[src/rtl/maxpool_2x2.sv]
// rtl/maxpool_2x2.sv - 2x2 stride-2 signed max pooling over a raster convolution stream
module maxpool_2x2 #(
  parameter int DATA_WIDTH  = 16,
  parameter int IMAGE_SIZE  = 28,
  parameter int KERNEL_SIZE = 5
) (
  input  logic                         clk,
  input  logic                         rstn,
  input  logic                         conv_valid,
  input  logic signed [DATA_WIDTH-1:0] conv_data,
  output logic                         pool_valid,
  output logic signed [DATA_WIDTH-1:0] pool_data,
  output logic                         pool_last
);

  localparam int CONV_SIZE = IMAGE_SIZE - KERNEL_SIZE + 1;
  localparam int HALF      = CONV_SIZE / 2;
  localparam int CW        = (CONV_SIZE > 1) ? $clog2(CONV_SIZE) : 1;
  localparam int AW        = (HALF > 1) ? $clog2(HALF) : 1;
  // Last odd index that still closes a complete window; with odd CONV_SIZE
  // the trailing column/row sits beyond it and never produces a result.
  localparam int LAST_ODD  = 2 * HALF - 1;

  logic [CW-1:0]                col;
  logic [CW-1:0]                row;
  logic signed [DATA_WIDTH-1:0] hold;
  logic signed [DATA_WIDTH-1:0] linebuf [HALF];

  logic [AW-1:0]                lb_idx;
  logic signed [DATA_WIDTH-1:0] hmax;
  logic signed [DATA_WIDTH-1:0] lb_rd;
  logic signed [DATA_WIDTH-1:0] pool_max;
  logic                         col_end;
  logic                         row_end;
  logic                         emit;
  logic                         last_win;

  // Horizontal pair max, vertical merge with the buffered upper row, and position decode
  always_comb begin
    lb_idx   = AW'(col >> 1);
    hmax     = (conv_data > hold) ? conv_data : hold;
    lb_rd    = linebuf[lb_idx];
    pool_max = (lb_rd > hmax) ? lb_rd : hmax;
    col_end  = (col == CW'(CONV_SIZE - 1));
    row_end  = (row == CW'(CONV_SIZE - 1));
    emit     = conv_valid && row[0] && col[0];
    last_win = (row == CW'(LAST_ODD)) && (col == CW'(LAST_ODD));
  end

  // Raster position counters and even-column hold register, advanced only on accepted samples
  always_ff @(posedge clk or negedge rstn) begin
    if (!rstn) begin
      col  <= '0;
      row  <= '0;
      hold <= '0;
    end else if (conv_valid) begin
      if (col_end) begin
        col <= '0;
        row <= row_end ? '0 : row + CW'(1);
      end else begin
        col <= col + CW'(1);
      end
      if (!col[0]) hold <= conv_data;
    end
  end

  // Even-row pair maxima parked for the odd row below; every entry is rewritten before use
  always_ff @(posedge clk) begin
    if (conv_valid && !row[0] && col[0]) linebuf[lb_idx] <= hmax;
  end

  // Registered result: one-cycle strobe, data held between strobes
  always_ff @(posedge clk or negedge rstn) begin
    if (!rstn) begin
      pool_valid <= 1'b0;
      pool_data  <= '0;
      pool_last  <= 1'b0;
    end else begin
      pool_valid <= emit;
      pool_last  <= emit && last_win;
      if (emit) pool_data <= pool_max;
    end
  end

endmodule

[config.mk]
export PLATFORM = sky130hd
export DESIGN_NAME = maxpool_2x2
export DESIGN_NICKNAME = d
export VERILOG_FILES = /design/src/rtl/maxpool_2x2.sv
export SDC_FILE = /design/constraint.sdc
export NUM_CORES = 1
export LEC_CHECK = 0
export BUFFER_PORTS_ARGS = -buffer_cell sky130_fd_sc_hd__buf_2
export CELL_PAD_IN_SITES_DETAIL_PLACEMENT = 0
export CELL_PAD_IN_SITES_GLOBAL_PLACEMENT = 2
export CORE_MARGIN = 4
export CORE_UTILIZATION = 30
export DETAILED_ROUTE_END_ITERATION = 10
export PLACE_DENSITY = 0.56
export SYNTH_ARGS = -nofsm -noshare
export SYNTH_HDL_FRONTEND = slang
export SYNTH_SLANG_ARGS = --single-unit
[constraint.sdc]
create_clock -name clk -period 4.1 [get_ports clk]
set_input_delay 0.615 -clock clk [delete_from_list [all_inputs] [get_ports clk]]
set_output_delay 0.615 -clock clk [all_outputs]
set_load 0.1 [all_outputs]
**After elaboration in Yosys (flattened, before gate mapping)**

Memories as Yosys holds them, arrays and structs flattened.
Cells that the tools add are included.

- Register bits after elaboration: 44
- Bits in writable memories: 192
- Output and inout port bits: 18
- Logic and storage cells: 29
- Memories kept: 1

- $add $sub $neg: 2
- Order comparisons: 2
- Equal/unequal tests: 2
- Multiplexer cells: 6
- Bitwise gates (word level): 1
- Reduce and logical (&&, ||, !) cells: 9

Memory list:

| memory | words | bits a word | rd ports | clocked after memory_dff | wr ports | RTL line | RTL |
|---|---|---|---|---|---|---|---|
| linebuf | 12 | 16 | 1 | 0 | 1 | 27 | `logic signed [DATA_WIDTH-1:0] linebuf [HALF];` |

Operator list:

| cell | number |
|---|---|
| 16-bit > comparator | 2 |
| 16-bit two-way mux | 2 |
| 5-bit by 1-bit adder with 5-bit output (second input constant) | 2 |
| 5-bit equality test (second input constant) | 2 |
| 5-bit two-way mux | 2 |
| 1-bit logical AND | 6 |
| 2-bit AND reduction | 2 |
| 1-bit two-way mux | 2 |
| 1-bit logical NOT | 1 |
| 1-bit NOT | 1 |

**Longest topological paths before layout**

Gate-level depths: netlist (run 1).

- Depth after elaboration: 5
- Gate-level depth with buffers: 18
- Gate-level depth less buffers: 16

**Least setup slack after synthesis (run 1)**

No wires, ideal clock.

- Path type: input to register
- Start: in conv_data[7]
- End: reg pool_data[0]
- Setup time: 0.120 ns
- Arrival: 3.915 ns
- Path slack: 0.065 ns
- Cell stages on the path: 16
- Buffers on the path: 2
- Path through: ha_1 > a21oi_2 > o21a_1 > o221a_2 > o211ai_2 > o21ai_4 > buf_12 > mux2i_4 > ha_1 > a21oi_1 > o21ai_0 > o2bb2ai_1 > or4_1 > a22o_4 > buf_2 > a31o_1

- Word-level cells in the longest chain between the ends: 4

RTL lines:

| element | RTL line | RTL |
|---|---|---|
| from (decl) | 10 | `input logic signed [DATA_WIDTH-1:0] conv_data,` |
| 16-bit > comparator | 41 | `hmax = (conv_data > hold) ? conv_data : hold;` |
| 16-bit two-way mux (*) | 41 |  |
| 16-bit > comparator | 43 | `pool_max = (lb_rd > hmax) ? lb_rd : hmax;` |
| 16-bit two-way mux (*) | 43 |  |
| to (signal assigned) | 81 | `if (emit) pool_data <= pool_max;` |
| to (decl) | 12 | `output logic signed [DATA_WIDTH-1:0] pool_data,` |

Every way passes the cells marked *; elsewhere a longest branch is shown, timed or not.
A chain may end at the register's enable or synchronous reset.

**Final worst setup path (run 1)**

- Start: reg hold[11]
- End: reg pool_data[0]

- Word-level cells in the longest chain between the ends: 4

RTL lines:

| element | RTL line | RTL |
|---|---|---|
| from (decl) | 26 | `logic signed [DATA_WIDTH-1:0] hold;` |
| from (signal assigned) | 63 | `if (!col[0]) hold <= conv_data;` |
| 16-bit > comparator | 41 |  |
| 16-bit two-way mux (*) | 41 |  |
| 16-bit > comparator | 43 |  |
| 16-bit two-way mux (*) | 43 |  |

Marks and branches as above.

==> results of run 1 <==
## layout make-up
class                      instances  area [sq um]
clock buffer                      33           656
multi-input combinational        336          3580
sequential                       236          6870
clock inverter                    12           115
fill                            3194         20900
timing repair buffer             137          1020
inverter                          36           135
tap                              448           561
## power breakdown
| part | leakage, nW | switching (mW) | total [mW] | internal [mW] |
|---|---|---|---|---|
| Sequential | 2.30 | 0.169 | 3.15 | 2.98 |
| Clock | 0.372 | 0.891 | 2.14 | 1.25 |
| Combinational | 2.06 | 2.43 | 4.08 | 1.65 |
| Total | 4.73 | 3.49 | 9.37 | 5.88 |
## cell usage in the layout (no fill, tap or decap), types with 26 or more instances in the layout
master,netlist,layout
buf_2,7,36
buf_4,3,93
clkbuf_16,0,26
dfrtp_1,44,42
edfxtp_1,192,192
ha_1,34,26
inv_1,34,33
mux4_2,48,48
nand2_1,63,62
o21ai_0,35,34
## Yosys cell counts (4+ instances only)
master / number / area share, %
nor3_1: 5 / 0.24
inv_1: 34 / 1.2
mux2i_1: 20 / 1.9
ha_1: 34 / 4.1
nand3b_1: 16 / 1.2
nand2_1: 63 / 2.3
nor2_1: 14 / 0.50
o211ai_1: 8 / 0.58
nand4_1: 5 / 0.30
mux4_2: 48 / 10
buf_2: 7 / 0.34
edfxtp_1: 192 / 55
mux2i_4: 10 / 2.2
a21oi_1: 16 / 0.77
dfrtp_1: 44 / 11
o211ai_2: 11 / 1.3
clkbuf_1: 14 / 0.50
nor2b_1: 4 / 0.24
o21ai_0: 35 / 1.7
mux2_2: 6 / 0.65
nand3_1: 7 / 0.34
## cells by family after synthesis
group                    count (synthesis)  share of synthesized area [%]
buffers and inverters                   64                           2.73
AO/OA/AOI/OAI                           84                           5.69
flip-flops                             236                           65.9
AND/OR/NAND/NOR                        129                           6.33
multiplexers                            84                           15.1
adder cells (fa/ha/maj)                 34                           4.08
XOR/XNOR                                 2                          0.168
## registers in the layout, indices dropped and copies added (netlist names)
name and flops:
linebuf 192, hold 16, pool_data 16, col 5, row 5, pool_last 1, pool_valid 1
## routing by layer
layer  up-vias  GRT usage (%)  wire, um
met5         -              0         0
met1      2988           16.9     10900
met2        98           22.4     12700
met3        49           2.18       936
met4         0           2.79       607
li1       2739              -         -
## per-stage QoR
| stage | TNS [ps] | power [mW] | hold WS [ps] | utilization, % |
|---|---|---|---|---|
| after floorplan | 0 | 5.68 | 319 | - |
| after global placement | -4780 | 6.79 | 482 | 34.8 |
| after detailed placement | -5620 | 6.85 | 490 | 34.8 |
| after CTS | 0 | 9.05 | 337 | 37.1 |
| after global routing | -254 | 9.91 | 340 | 38.2 |
| final | 0 | 9.37 | 355 | 38.2 |
## timing repair
action,4_1_cts,5_1_grt
buffers inserted,1,10
resized for setup,2,36
pin swaps,1,6
hold buffers,1,0
cloned,0,4
setup endpoints to repair,16,16
endpoints found under the hold margin,10,0
## how the worst max path moves through the flow
stage | start | to | slack (ps) | cells after the start
finish | hold[11]$_DFFE_PN0P_ | pool_data[0]$_DFFE_PN0P_ | 140 | 17
global route | hold[10]$_DFFE_PN0P_ | pool_data[0]$_DFFE_PN0P_ | -50 | 17
CTS | hold[11]$_DFFE_PN0P_ | pool_data[0]$_DFFE_PN0P_ | 50 | 18
detailed placement | conv_data[11] | pool_data[1]$_DFFE_PN0P_ | -390 | 17
global placement | conv_data[11] | pool_data[1]$_DFFE_PN0P_ | -320 | 16
floorplan | conv_data[7] | pool_data[0]$_DFFE_PN0P_ | 70 | 16
==> metrics.txt, run 1 <==
TritonCTS clock tree done; drc violations 0; H-tree level count 1; crit-path leading delay family compound AO/OA/AOI/OAI gates; vias per cell 4.74; cell with the largest stage delay on the worst path or4_4; total gr overflow 0; Setup WS post-layout 137 ps; hold wc startpoint conv_data[0]; CTS Buf Count 25; RSZ-0062 raised after global routing yes; die height 194 um; Worst Tran Pin Value 1140 ps; Non-Filler Instances 1238; DP HPWL 17200 um; r2r worst-path depth 17; Post-Syn Instances 633; Max Freq 252 MHz; max incr delay on CP 520 ps; Core ar. 33900 sq um; VDD IR-drop max 0.000331 V; status complete, no violations; Synth Cell Area 10400 sq um; Hold WC Path Type input port to flop; Power Dens Cells 724 nW/um^2; Slew Viols, Final 0; initial drt markers 328; hold path endpoint hold[0]$_DFFE_PN0P_; Antenna diodes 0; CP most frequent cell nand4_1; via count 5874; area growth from synthesis to layout 24.2%; die footprint 37800 sq um; WS Path Type flop to flop; Clock Sinks 236; Max Cap Violations 0; vias in the first global route 6263; Total GRT Usage 12.8%; Top Ports 37; Final ANT Viol Nets 0; worst path cell trace inv_1, ha_4, nand4_1, buf_4, a2111o_1, o211ai_4, o21ai_4, buf_12, mux2i_4, ha_1, nand4_1, nor2_1, o2bb2ai_2, or4_4, a22o_4, o31ai_2, a31o_1; Worst slew margin 23.3%; pre-CTS setup slack -386 ps; Yosys Warn Count 0; Routed wire per std cell 20.4 um; layout cells sized above 1 36.7%; DRT Pass-1 Iters 4; reg-to-reg endpoint pool_data[0]$_DFFE_PN0P_; clock latency at the later pin of the worst-skew pair 510 ps; post-synth cell types 54; Initial Utilization 30.8%; Worst R2R Start hold[11]$_DFFE_PN0P_; final setup vio count 0; Post-synth ARST share 18.6%; initial antenna violation count 0; crit end category flop; final WL 25200 um; Worst EP required 4550 ps; largest net degree at the start of global routing 35; final instance area 12900 sq um; Rows 67; Leak 4.73 nW; Buffers on Ports 36; Syn Area/Cell 16.5 sq um; Final Critical Period 3960 ps; Area after DPL 11800 sq um; FF-to-FF setup slack 140 ps; register area share after synthesis 65.9%; synthesized flop and latch total 236; Die X 194 um; Post-synth EDFFs 192; period utilization 96.7%; Root Driver clkbuf_16; syn nets 686; worst hold stages 2; Worst Setup Start Kind flop; Clock Path Buffers 3; Bufs and invs on worst path 3; final hold vios 0; Synth Flop Type edfxtp_1; Clock Skew 12.9 ps; Placer Congestion 0.728; CP arrival 4410 ps; Layout Nets 825; Max FO, Critical Path 6; Post-Place Cells 1178; Worst-path clk slew 60 ps; first-pass GRT wire length 37800 um
(Power assumes the default switching activity.)
==> run 2: changes to the inputs <==
==> config.mk (replaced) <==
export PLATFORM = sky130hd
export DESIGN_NAME = maxpool_2x2
export DESIGN_NICKNAME = d
export VERILOG_FILES = /design/src/rtl/maxpool_2x2.sv
export SDC_FILE = /design/constraint.sdc
export NUM_CORES = 1
export LEC_CHECK = 0
export BUFFER_PORTS_ARGS = -buffer_cell sky130_fd_sc_hd__buf_2
export CORE_MARGIN = 4
export CORE_UTILIZATION = 30
export DETAILED_ROUTE_END_ITERATION = 10
export PLACE_DENSITY = 0.45
export SYNTH_ARGS = -nofsm -noshare
export SYNTH_HDL_FRONTEND = slang
export SYNTH_SLANG_ARGS = --single-unit
==> run 2 against run 1 <==
Cell area increased by 0.42%; die area unchanged; via count increased by 1.5%; critical path depth increased by 1; register-to-register slack got worse by 110 ps; sequential share of layout area decreased by 0.22 points; combinational power increased by 1%; clock skew decreased by 7.2 ps; first-iteration DRC count decreased by 3.4%; critical endpoint is now pool_data[2]$_DFFE_PN0P_; core utilization increased by 0.16 points.
==> metrics.txt, run 2 (synthesis gave the netlist of run 1 again) <==
Worst-path clk slew 60 ps (about the same); final WL 25300 um (+0.19%); vias in the first global route 6297 (+0.54%); Clock Path Buffers 3 (unchanged); Setup WS post-layout 26.0 ps (-111 ps); Root Driver clkbuf_16; die height 194 um (unchanged); CP arrival 4450 ps (+40 ps); reg-to-reg endpoint pool_data[2]$_DFFE_PN0P_; final hold vios 0 (unchanged); Placer Congestion 0.741 (+1.9%); Total GRT Usage 12.9% (+0.11 points); Worst Setup Start Kind flop; DRT Pass-1 Iters 5 (+1); FF-to-FF setup slack 30 ps (-110 ps); Layout Nets 815 (-1.2%); initial drt markers 317 (-3.4%); Biggest register linebuf; Clock Sinks 236 (unchanged); Leak 4.71 nW (-0.50%); Clock Skew 5.74 ps (-7.17 ps); via count 5961 (+1.5%); r2r worst-path depth 18 (+1); period utilization 99.4% (+2.7 points); drc violations 0 (unchanged); initial antenna violation count 0 (unchanged); RSZ-0062 raised after global routing yes; final instance area 13000 sq um (+0.42%); Worst slew margin 29.2% (+5.9 points); TritonCTS clock tree done; Rows 67 (unchanged); vias per cell 4.85 (+2.3%); Power Dens Cells 734 nW/um^2 (+1.4%); Core ar. 33900 sq um (unchanged); Worst EP required 4470 ps (-80 ps); most common cell after layout, fill and taps aside edfxtp_1; Max FO, Critical Path 8 (+2); final setup vio count 0 (unchanged); Final Critical Period 4070 ps (+111 ps); total gr overflow 0 (unchanged); VDD IR-drop max 0.000408 V (+23%); Slew Viols, Final 0 (unchanged); pre-CTS setup slack -294 ps (+91.9 ps); area growth from synthesis to layout 24.7%; Final ANT Viol Nets 0 (unchanged); H-tree level count 1 (unchanged); layout cells sized above 1 36.0% (-0.68 points); Antenna diodes 0 (unchanged); Buffers on Ports 36 (unchanged); Max Cap Violations 0 (unchanged); commonest cells after routing, fill and taps aside edfxtp_1, buf_4, nand2_1; Die X 194 um (unchanged); first-pass GRT wire length 38300 um (+1.3%); Hold WC Path Type input port to async pin; max reg flops 192 (unchanged); Max Freq 245 MHz (-2.7%); Area after DPL 11700 sq um (-1.0%); clock latency at the later pin of the worst-skew pair 520 ps (about the same); Initial Utilization 30.8% (unchanged); die footprint 37800 sq um (unchanged); Worst R2R Start hold[10]$_DFFE_PN0P_; WS Path Type flop to flop; Routed wire per std cell 20.6 um (+1.0%); crit end category flop; Top Ports 37 (unchanged); Worst Tran Pin Value 1060 ps (-88.0 ps); largest net degree at the start of global routing 45 (+29%); Hold Worst Slack 289 ps (-66.4 ps); largest registers linebuf x192, hold x16, pool_data x16; status complete, no violations; DP HPWL 15900 um (-7.3%); CTS Buf Count 26 (+4.0%)
## run 2: cell count changes in the layout (fill, tap and decap cells not counted), moves of 2 or more
cell	change
mux2i_2	-2
buf_12	+2
a22o_2	-2
ha_1	-4
clkinv_1	+2
clkinv_4	-2
mux2i_1	+2
clkbuf_16	+2
a22o_4	+2
buf_4	-12
ha_4	+4
## run 2: area by class of cell
| cell class | count | area, sq um |
|---|---|---|
| Fill cell | 3154 | 20900 |
| Sequential cell | 236 | 6870 |
| Multi-Input combinational cell | 336 | 3630 |
| Timing Repair Buffer | 126 | 965 |
| Clock buffer | 34 | 702 |
| Tap cell | 448 | 561 |
| Inverter | 36 | 135 |
| Clock inverter | 12 | 128 |
## run 2: worst max-delay path by stage
| stage | from | endpoint | slack [ps] | depth (start not counted) |
|---|---|---|---|---|
| after detailed placement | conv_data[9] | pool_data[2]$_DFFE_PN0P_ | -290 | 16 |
| after floorplan | conv_data[7] | pool_data[0]$_DFFE_PN0P_ | 70 | 16 |
| after global routing | hold[9]$_DFFE_PN0P_ | pool_data[2]$_DFFE_PN0P_ | -110 | 18 |
| after global placement | conv_data[11] | pool_data[1]$_DFFE_PN0P_ | -210 | 16 |
| final | hold[10]$_DFFE_PN0P_ | pool_data[2]$_DFFE_PN0P_ | 30 | 18 |
| after CTS | hold[11]$_DFFE_PN0P_ | pool_data[2]$_DFFE_PN0P_ | 40 | 16 |
## run 2: critical path, stage by stage (launching register included)
cell       delay, ps
dfrtp_1          350
inv_1             90
ha_4             270
nand4_1          140
buf_4            200
a2111o_1         330
o211ai_4         120
o21ai_4           90
buf_6            130
clkbuf_16        160
mux2i_4          190
ha_1             290
nand4_1          160
nor2_1            80
o2bb2ai_2        150
or4_4            590
a22o_4           300
nand2_8          130
o211ai_1         150
## run 2: repair_timing
action,CTS,global route
setup endpoints to repair,2,16
resized for setup,1,39
hold buffers,0,0
gates cloned,0,4
buffers inserted,0,19
pin swaps,0,23
## run 2: layer usage
| layer | part of all wire, % | wire [um] | global-route usage (%) |
|---|---|---|---|
| met4 | 1.7 | 423 | 2.47 |
| met1 | 45 | 11400 | 17.7 |
| met2 | 49 | 12300 | 21.8 |
| met3 | 4.3 | 1090 | 2.53 |
| met5 | 0 | 0 | 0 |
## run 2: metrics by stage
| step | utilization [%] | setup TNS, ps | std cells | power [mW] |
|---|---|---|---|---|
| floorplan | - | 0 | 633 | 5.68 |
| global placement | 34.4 | -2950 | 1159 | 6.74 |
| detailed placement | 34.4 | -3790 | 1159 | 6.81 |
| CTS | 36.9 | 0 | 1205 | 9.13 |
| global route | 38.4 | -1070 | 1228 | 10.1 |
| finish | 38.4 | 0 | 1228 | 9.54 |
## run 2: power breakdown
group	internal, mW	switching [mW]
clock	1.38	0.881
combinational	1.68	2.43
sequential	2.98	0.179
total	6.05	3.49
